### src/rtl/rtlola_pkg.sv
// Shared types and width helpers for the event ingress queue.
package rtlola_pkg;

  localparam int unsigned NumInputs = 2;
  localparam int unsigned DataW     = 64;
  localparam int unsigned TsW       = 32;
  localparam int unsigned TagW      = 8;

  typedef struct packed {
    logic [NumInputs*DataW-1:0] data;
    logic [NumInputs-1:0]       new_mask;
    logic                       tick;
    logic [TsW-1:0]             ts;
    logic [TagW-1:0]            tag;
  } event_t;

  function automatic int unsigned cnt_width(input int unsigned depth);
    return $clog2(depth) + 1;
  endfunction

  function automatic int unsigned event_width(input int unsigned n, input int unsigned dw,
                                              input int unsigned tsw, input int unsigned tagw);
    return n * dw + n + 1 + tsw + tagw;
  endfunction

endpackage

### src/rtl/event_fifo.sv
// Circular buffer of packed event records with push/pop handshake and occupancy.
module event_fifo #(
  parameter int unsigned Width = 8,
  parameter int unsigned Depth = 4
) (
  input  logic                     clk_i,
  input  logic                     rst_i,
  input  logic                     push_i,
  input  logic                     pop_i,
  input  logic [Width-1:0]         data_i,
  output logic                     push_ok_o,
  output logic                     pop_ok_o,
  output logic [Width-1:0]         head_o,
  output logic [$clog2(Depth):0]   count_o,
  output logic                     full_o,
  output logic                     empty_o
);

  localparam int unsigned PtrW = $clog2(Depth);
  localparam int unsigned CntW = PtrW + 1;

  logic [Width-1:0] mem_q [Depth];
  logic [Width-1:0] mem_d [Depth];
  logic [PtrW-1:0]  wr_ptr_q, wr_ptr_d, rd_ptr_q, rd_ptr_d;
  logic [CntW-1:0]  count_q, count_d;

  always_comb begin
    full_o    = (count_q == CntW'(Depth));
    empty_o   = (count_q == '0);
    pop_ok_o  = pop_i & ~empty_o;
    // A pop in the same cycle frees the slot a full queue needs.
    push_ok_o = push_i & (~full_o | pop_ok_o);
    head_o    = mem_q[rd_ptr_q];
    count_o   = count_q;
  end

  always_comb begin
    mem_d    = mem_q;
    wr_ptr_d = wr_ptr_q;
    rd_ptr_d = rd_ptr_q;
    count_d  = count_q;
    if (push_ok_o) begin
      mem_d[wr_ptr_q] = data_i;
      wr_ptr_d        = wr_ptr_q + PtrW'(1);
    end
    if (pop_ok_o) begin
      rd_ptr_d = rd_ptr_q + PtrW'(1);
    end
    unique case ({push_ok_o, pop_ok_o})
      2'b10:   count_d = count_q + CntW'(1);
      2'b01:   count_d = count_q - CntW'(1);
      default: count_d = count_q;
    endcase
  end

  always_ff @(posedge clk_i) begin
    if (rst_i) begin
      for (int i = 0; i < Depth; i++) mem_q[i] <= '0;
      wr_ptr_q <= '0;
      rd_ptr_q <= '0;
      count_q  <= '0;
    end else begin
      for (int i = 0; i < Depth; i++) mem_q[i] <= mem_d[i];
      wr_ptr_q <= wr_ptr_d;
      rd_ptr_q <= rd_ptr_d;
      count_q  <= count_d;
    end
  end

endmodule

### src/rtl/event_ingress_queue.sv
// Bundles per-cycle input strobes and periodic ticks into timestamped, tagged events
// and queues them for the LLC; drops on overflow are counted.
module event_ingress_queue
  import rtlola_pkg::*;
#(
  parameter int unsigned NUM_INPUTS = rtlola_pkg::NumInputs,
  parameter int unsigned DATA_W     = rtlola_pkg::DataW,
  parameter int unsigned DEPTH      = 4,
  parameter int unsigned TS_W       = rtlola_pkg::TsW,
  parameter int unsigned TAG_W      = rtlola_pkg::TagW,
  parameter int unsigned PERIOD     = 500
) (
  input  logic                         clk,
  input  logic                         rst,
  input  logic                         en,
  input  logic [NUM_INPUTS*DATA_W-1:0] input_data,
  input  logic [NUM_INPUTS-1:0]        new_input,
  input  logic                         q_pop,
  output logic [NUM_INPUTS*DATA_W-1:0] head_data,
  output logic [NUM_INPUTS-1:0]        head_new,
  output logic                         head_tick,
  output logic [TS_W-1:0]              head_ts,
  output logic [TAG_W-1:0]             llc_tag,
  output logic                         q_push,
  output logic                         q_push_valid,
  output logic                         q_pop_valid,
  output logic                         q_empty,
  output logic                         q_full,
  output logic [$clog2(DEPTH):0]       q_count,
  output logic                         overflow,
  output logic [15:0]                  drop_count
);

  localparam int unsigned EvW   = event_width(NUM_INPUTS, DATA_W, TS_W, TAG_W);
  localparam int unsigned TickW = (PERIOD > 1) ? $clog2(PERIOD) : 1;
  localparam logic [TickW-1:0] TickLast = (PERIOD > 0) ? TickW'(PERIOD - 1) : '0;

  logic [TS_W-1:0]  ts_q, ts_d;
  logic [TAG_W-1:0] tag_q, tag_d;
  logic [TickW-1:0] tick_q, tick_d;
  logic             overflow_q, overflow_d;
  logic [15:0]      drop_q, drop_d;

  logic             tick_due;
  logic             push_ok;
  logic [EvW-1:0]   ev_in, ev_head;

  always_comb begin
    tick_due = (PERIOD != 0) && (tick_q == TickLast);
    q_push   = en & ((|new_input) | tick_due);
    ev_in    = {input_data, new_input, tick_due, ts_q, tag_q};
  end

  event_fifo #(
    .Width (EvW),
    .Depth (DEPTH)
  ) u_fifo (
    .clk_i     (clk),
    .rst_i     (rst),
    .push_i    (q_push),
    .pop_i     (en & q_pop),
    .data_i    (ev_in),
    .push_ok_o (push_ok),
    .pop_ok_o  (q_pop_valid),
    .head_o    (ev_head),
    .count_o   (q_count),
    .full_o    (q_full),
    .empty_o   (q_empty)
  );

  always_comb begin
    ts_d       = ts_q;
    tag_d      = tag_q;
    tick_d     = tick_q;
    overflow_d = overflow_q;
    drop_d     = drop_q;
    if (en) begin
      ts_d = ts_q + TS_W'(1);
      if (PERIOD != 0) tick_d = tick_due ? '0 : tick_q + TickW'(1);
      if (push_ok) tag_d = tag_q + TAG_W'(1);
      if (q_push && !push_ok) begin
        overflow_d = 1'b1;
        if (drop_q != 16'hFFFF) drop_d = drop_q + 16'd1;
      end
    end
  end

  always_ff @(posedge clk) begin
    if (rst) begin
      ts_q       <= '0;
      tag_q      <= '0;
      tick_q     <= '0;
      overflow_q <= 1'b0;
      drop_q     <= '0;
    end else begin
      ts_q       <= ts_d;
      tag_q      <= tag_d;
      tick_q     <= tick_d;
      overflow_q <= overflow_d;
      drop_q     <= drop_d;
    end
  end

  always_comb begin
    q_push_valid = push_ok;
    overflow     = overflow_q;
    drop_count   = drop_q;
    head_data    = ev_head[EvW-1 -: NUM_INPUTS*DATA_W];
    head_new     = ev_head[TS_W+TAG_W+1 +: NUM_INPUTS];
    head_tick    = ev_head[TS_W+TAG_W];
    head_ts      = ev_head[TAG_W +: TS_W];
    llc_tag      = ev_head[TAG_W-1:0];
  end

endmodule
### config.mk
export PLATFORM = sky130hd
export DESIGN_NAME = event_ingress_queue
export DESIGN_NICKNAME = d
export VERILOG_FILES = /design/src/rtl/rtlola_pkg.sv /design/src/rtl/event_fifo.sv /design/src/rtl/event_ingress_queue.sv
export SDC_FILE = /design/constraint.sdc
export NUM_CORES = 2
export LEC_CHECK = 0
export ABC_AREA = 1
export CAP_MARGIN = 15
export CORE_UTILIZATION = 59
export CTS_BUF_LIST = sky130_fd_sc_hd__clkbuf_4 sky130_fd_sc_hd__clkbuf_8
export DETAILED_ROUTE_END_ITERATION = 8
export GPL_ROUTABILITY_DRIVEN = 0
export PLACE_DENSITY = 0.82
export SYNTH_ARGS = -nofsm -noshare
export SYNTH_HDL_FRONTEND = slang
export SYNTH_SLANG_ARGS = --single-unit
### constraint.sdc
create_clock -name clk -period 3.61 [get_ports clk]
set_clock_uncertainty 0.2 [all_clocks]
set_input_delay 0.722 -clock clk [delete_from_list [all_inputs] [get_ports clk]]
set_output_delay 0.722 -clock clk [all_outputs]
set_load 0.005 [all_outputs]
==> out/results.tsv <==
metric	value	unit
status	finished, final reports clean	
Finished Layout Cells	5497	
CP max FO	43	
Worst Hold Depth	2	
Worst R2R Start	tick_q[0]	
Post-Syn Area	32100	um^2
Post-CTS Hold Buffers	0	
flop2flop setup slack	800	ps
drt total wl	101000	um
async set-reset flop share out of synthesis	0	
port buffer count	329	
CTS Buffer Depth	3	
max-cap violation count	0	
vias in the first global route	29900	
Synth area leaders	dfxtp_1 (47%), nand2_1 (16%), a21oi_1 (11%), o21ai_0 (5.7%), nor2_1 (5.0%)	
CP top delay family	buffers and inverters	
Initial DRC Count	3937	
Critical Path AT	2660	ps
sequential area share after synthesis	0.472	
Post-synth EDFFs	0	
CP startpoint kind	flop	
via count	32600	
Post-route DRC	0	
total power	19.4	mW
peak supply drop	0.469	mV
P per Cell Area	501	nW/um^2
most common cell in the netlist	nand2_1	
Die X	235	um
leakage	13.5	nW
Avg Synthesized Cell Area	7.07	um^2
fin nets	4839	
fin crit share	0.991	
top cell type by total area after synthesis	dfxtp_1	
Critical path buffers and inverters	4	
global-route wire length before repair	157000	um
largest net degree at the start of global routing	177	
CTS H-Tree Depth	3	
GRT Util Overall	0.346	
f_max	0.279	GHz
CTS tree	done	
Synth cell types	34	
Worst Hold End	u_fifo.mem_q[320]	
grt total ovfl	0	
P&R area growth vs syn	20.5	%
Crit-path slowest cell	clkdlybuf4s50_1	
RSZ-0062 raised after global routing	yes	
slew margin rel.	0.319	
core area	53800	um^2
Synth Flop Type	dfxtp_1	
CP max stage delay	470	ps
top cells by count, synth	nand2_1 (1343), dfxtp_1 (757), a21oi_1 (733)	
Setup CP Type	reg -> out	
clk root buf	clkbuf_8	
worst skew pair latency	730	ps
DR pass1 iterations	6	
Post-Synthesis Net Count	4688	
clk sinks	757	
Post-Synthesis Cells	4544	
DP HPWL	54900	um
CP Data Required Time	2690	ps
top cell type's share of synthesized area	0.472	
max-slew violations	0	
share of cells above drive strength 1	0.0724	
Initial Utilization	0.597	
setup slack after layout	30.8	ps
Worst Hold Class	in -> reg	
Worst setup EP type	output pin	
I/O pin cnt	330	
setup violators final	0	
Ys Warns	0	
full die area	55400	um^2
antenna violations before repair	8	
Min-Delay Startpoint	rst	
placed cell count	5257	
total CTS buffers	119	
number of vias per cell	5.92	
worst-margin pin slew	1020	ps
Clk pin slew, worst setup/hold paths	60	ps
R2R depth	10	
Core Rows	85	
Final Hold Vio Count	0	
crit path cell chain	buf_6 -> clkinv_16 -> buf_16 -> o21ai_0 -> o22ai_2 -> clkdlybuf4s50_1	
post-route ant nets	0	
Die Y	235	um
reg2reg end	u_fifo.mem_q[86]	
Setup Slack @ Placement	178	ps
Min Clock Period, post-route	3580	ps
WL/cell	18.3	um
Yosys reg bits	757	
==> worst max-delay path by stage <==
| stage | startpoint | to | slack [ps] | cells past startpoint |
|---|---|---|---|---|
| finish | u_fifo.rd_ptr_q[0] | head_data[100] | 30 | 6 |
| detailed placement | en | q_push_valid | 180 | 6 |
| floorplan | new_input[0] | u_fifo.count_o[2] | 860 | 11 |
| global placement | en | q_push_valid | 200 | 6 |
| CTS | u_fifo.rd_ptr_q[0] | llc_tag[0] | -70 | 4 |
| global route | u_fifo.rd_ptr_q[0] | head_data[71] | -30 | 6 |
==> layout by cell type, fill, tap and decap left out, types with 7 or more instances in the layout <==
master	n
o22ai_1	160
clkbuf_8	154
dfxtp_1	755
buf_4	28
xor2_1	15
buf_16	7
nand2_1	1343
xnor2_1	11
nand3_1	199
buf_6	10
nor2_1	425
clkbuf_4	52
clkdlybuf4s50_1	324
buf_12	42
o22ai_2	10
nor3_1	18
nand4_1	11
inv_1	65
ha_1	8
o21ai_0	365
a21oi_1	733
clkinv_2	12
==> registers in the layout (all words and copies together) (netlist names) <==
register	count
drop_count	16
overflow	1
tag_q	8
tick_q	9
ts_q	32
u_fifo.count_o	3
u_fifo.mem_q	684
u_fifo.rd_ptr_q	2
u_fifo.wr_ptr_q	2
==> through the flow <==
stage | hold slack (ps) | TNS [ps] | instance area, um^2 | util
6_report | 242 | 0 | 38700 | 0.720
5_1_grt | 246 | -48.1 | 38700 | 0.720
4_1_cts | 221 | -539 | 38500 | 0.716
3_5_place_dp | 252 | 0 | 35700 | 0.664
3_3_place_gp | 248 | 0 | 35700 | 0.664
2_1_floorplan | 241 | 0 | 32100 | -
==> kinds of logic (layout without fill, tap and decap cells) <==
logic type      after synthesis  after routing  synth area share
simple gates               2013           2013             0.246
compound gates             1273           1273             0.205
flops                       757            757             0.472
buf+inv                     465            716            0.0658
xor+xnor                     26             26           0.00709
fa+ha+maj                    10             10           0.00413
other cells                   0              6                 0
==> per-layer routing <==
| layer | global-route usage | wire length [um] | up-vias |
|---|---|---|---|
| met4 | 0.141 | 2770 | 8 |
| met5 | 0 | 51 | - |
| met1 | 0.451 | 40900 | 15400 |
| met2 | 0.568 | 48000 | 1628 |
| li1 | - | - | 15400 |
| met3 | 0.0592 | 9040 | 219 |
==> where the power goes <==
part / switching [mW] / internal, mW
clock: 3.38 / 4.34
sequential: 0.131 / 8.59
combinational: 1.72 / 1.26
==> cell type report <==
class	instances	area, um^2
clock inverter	15	82.6
inverter	74	337
multi-input combinational	3322	15000
clock buffer	206	2510
timing repair inverter	1	11.3
antenna	6	15.0
tap	696	871
timing repair buffer	420	4750
sequential	757	15200
fill	4327	15100
==> repair_timing <==
| action | in CTS | in global routing |
|---|---|---|
| cloned | 3 | 2 |
| pin swaps | 0 | 1 |
| setup endpoints to repair | 170 | 102 |
| resized for setup | 19 | 19 |
| hold endpoints to repair | 0 | 0 |
| setup buffers | 6 | 3 |
Note: power is estimated with default switching activity, not from simulation.
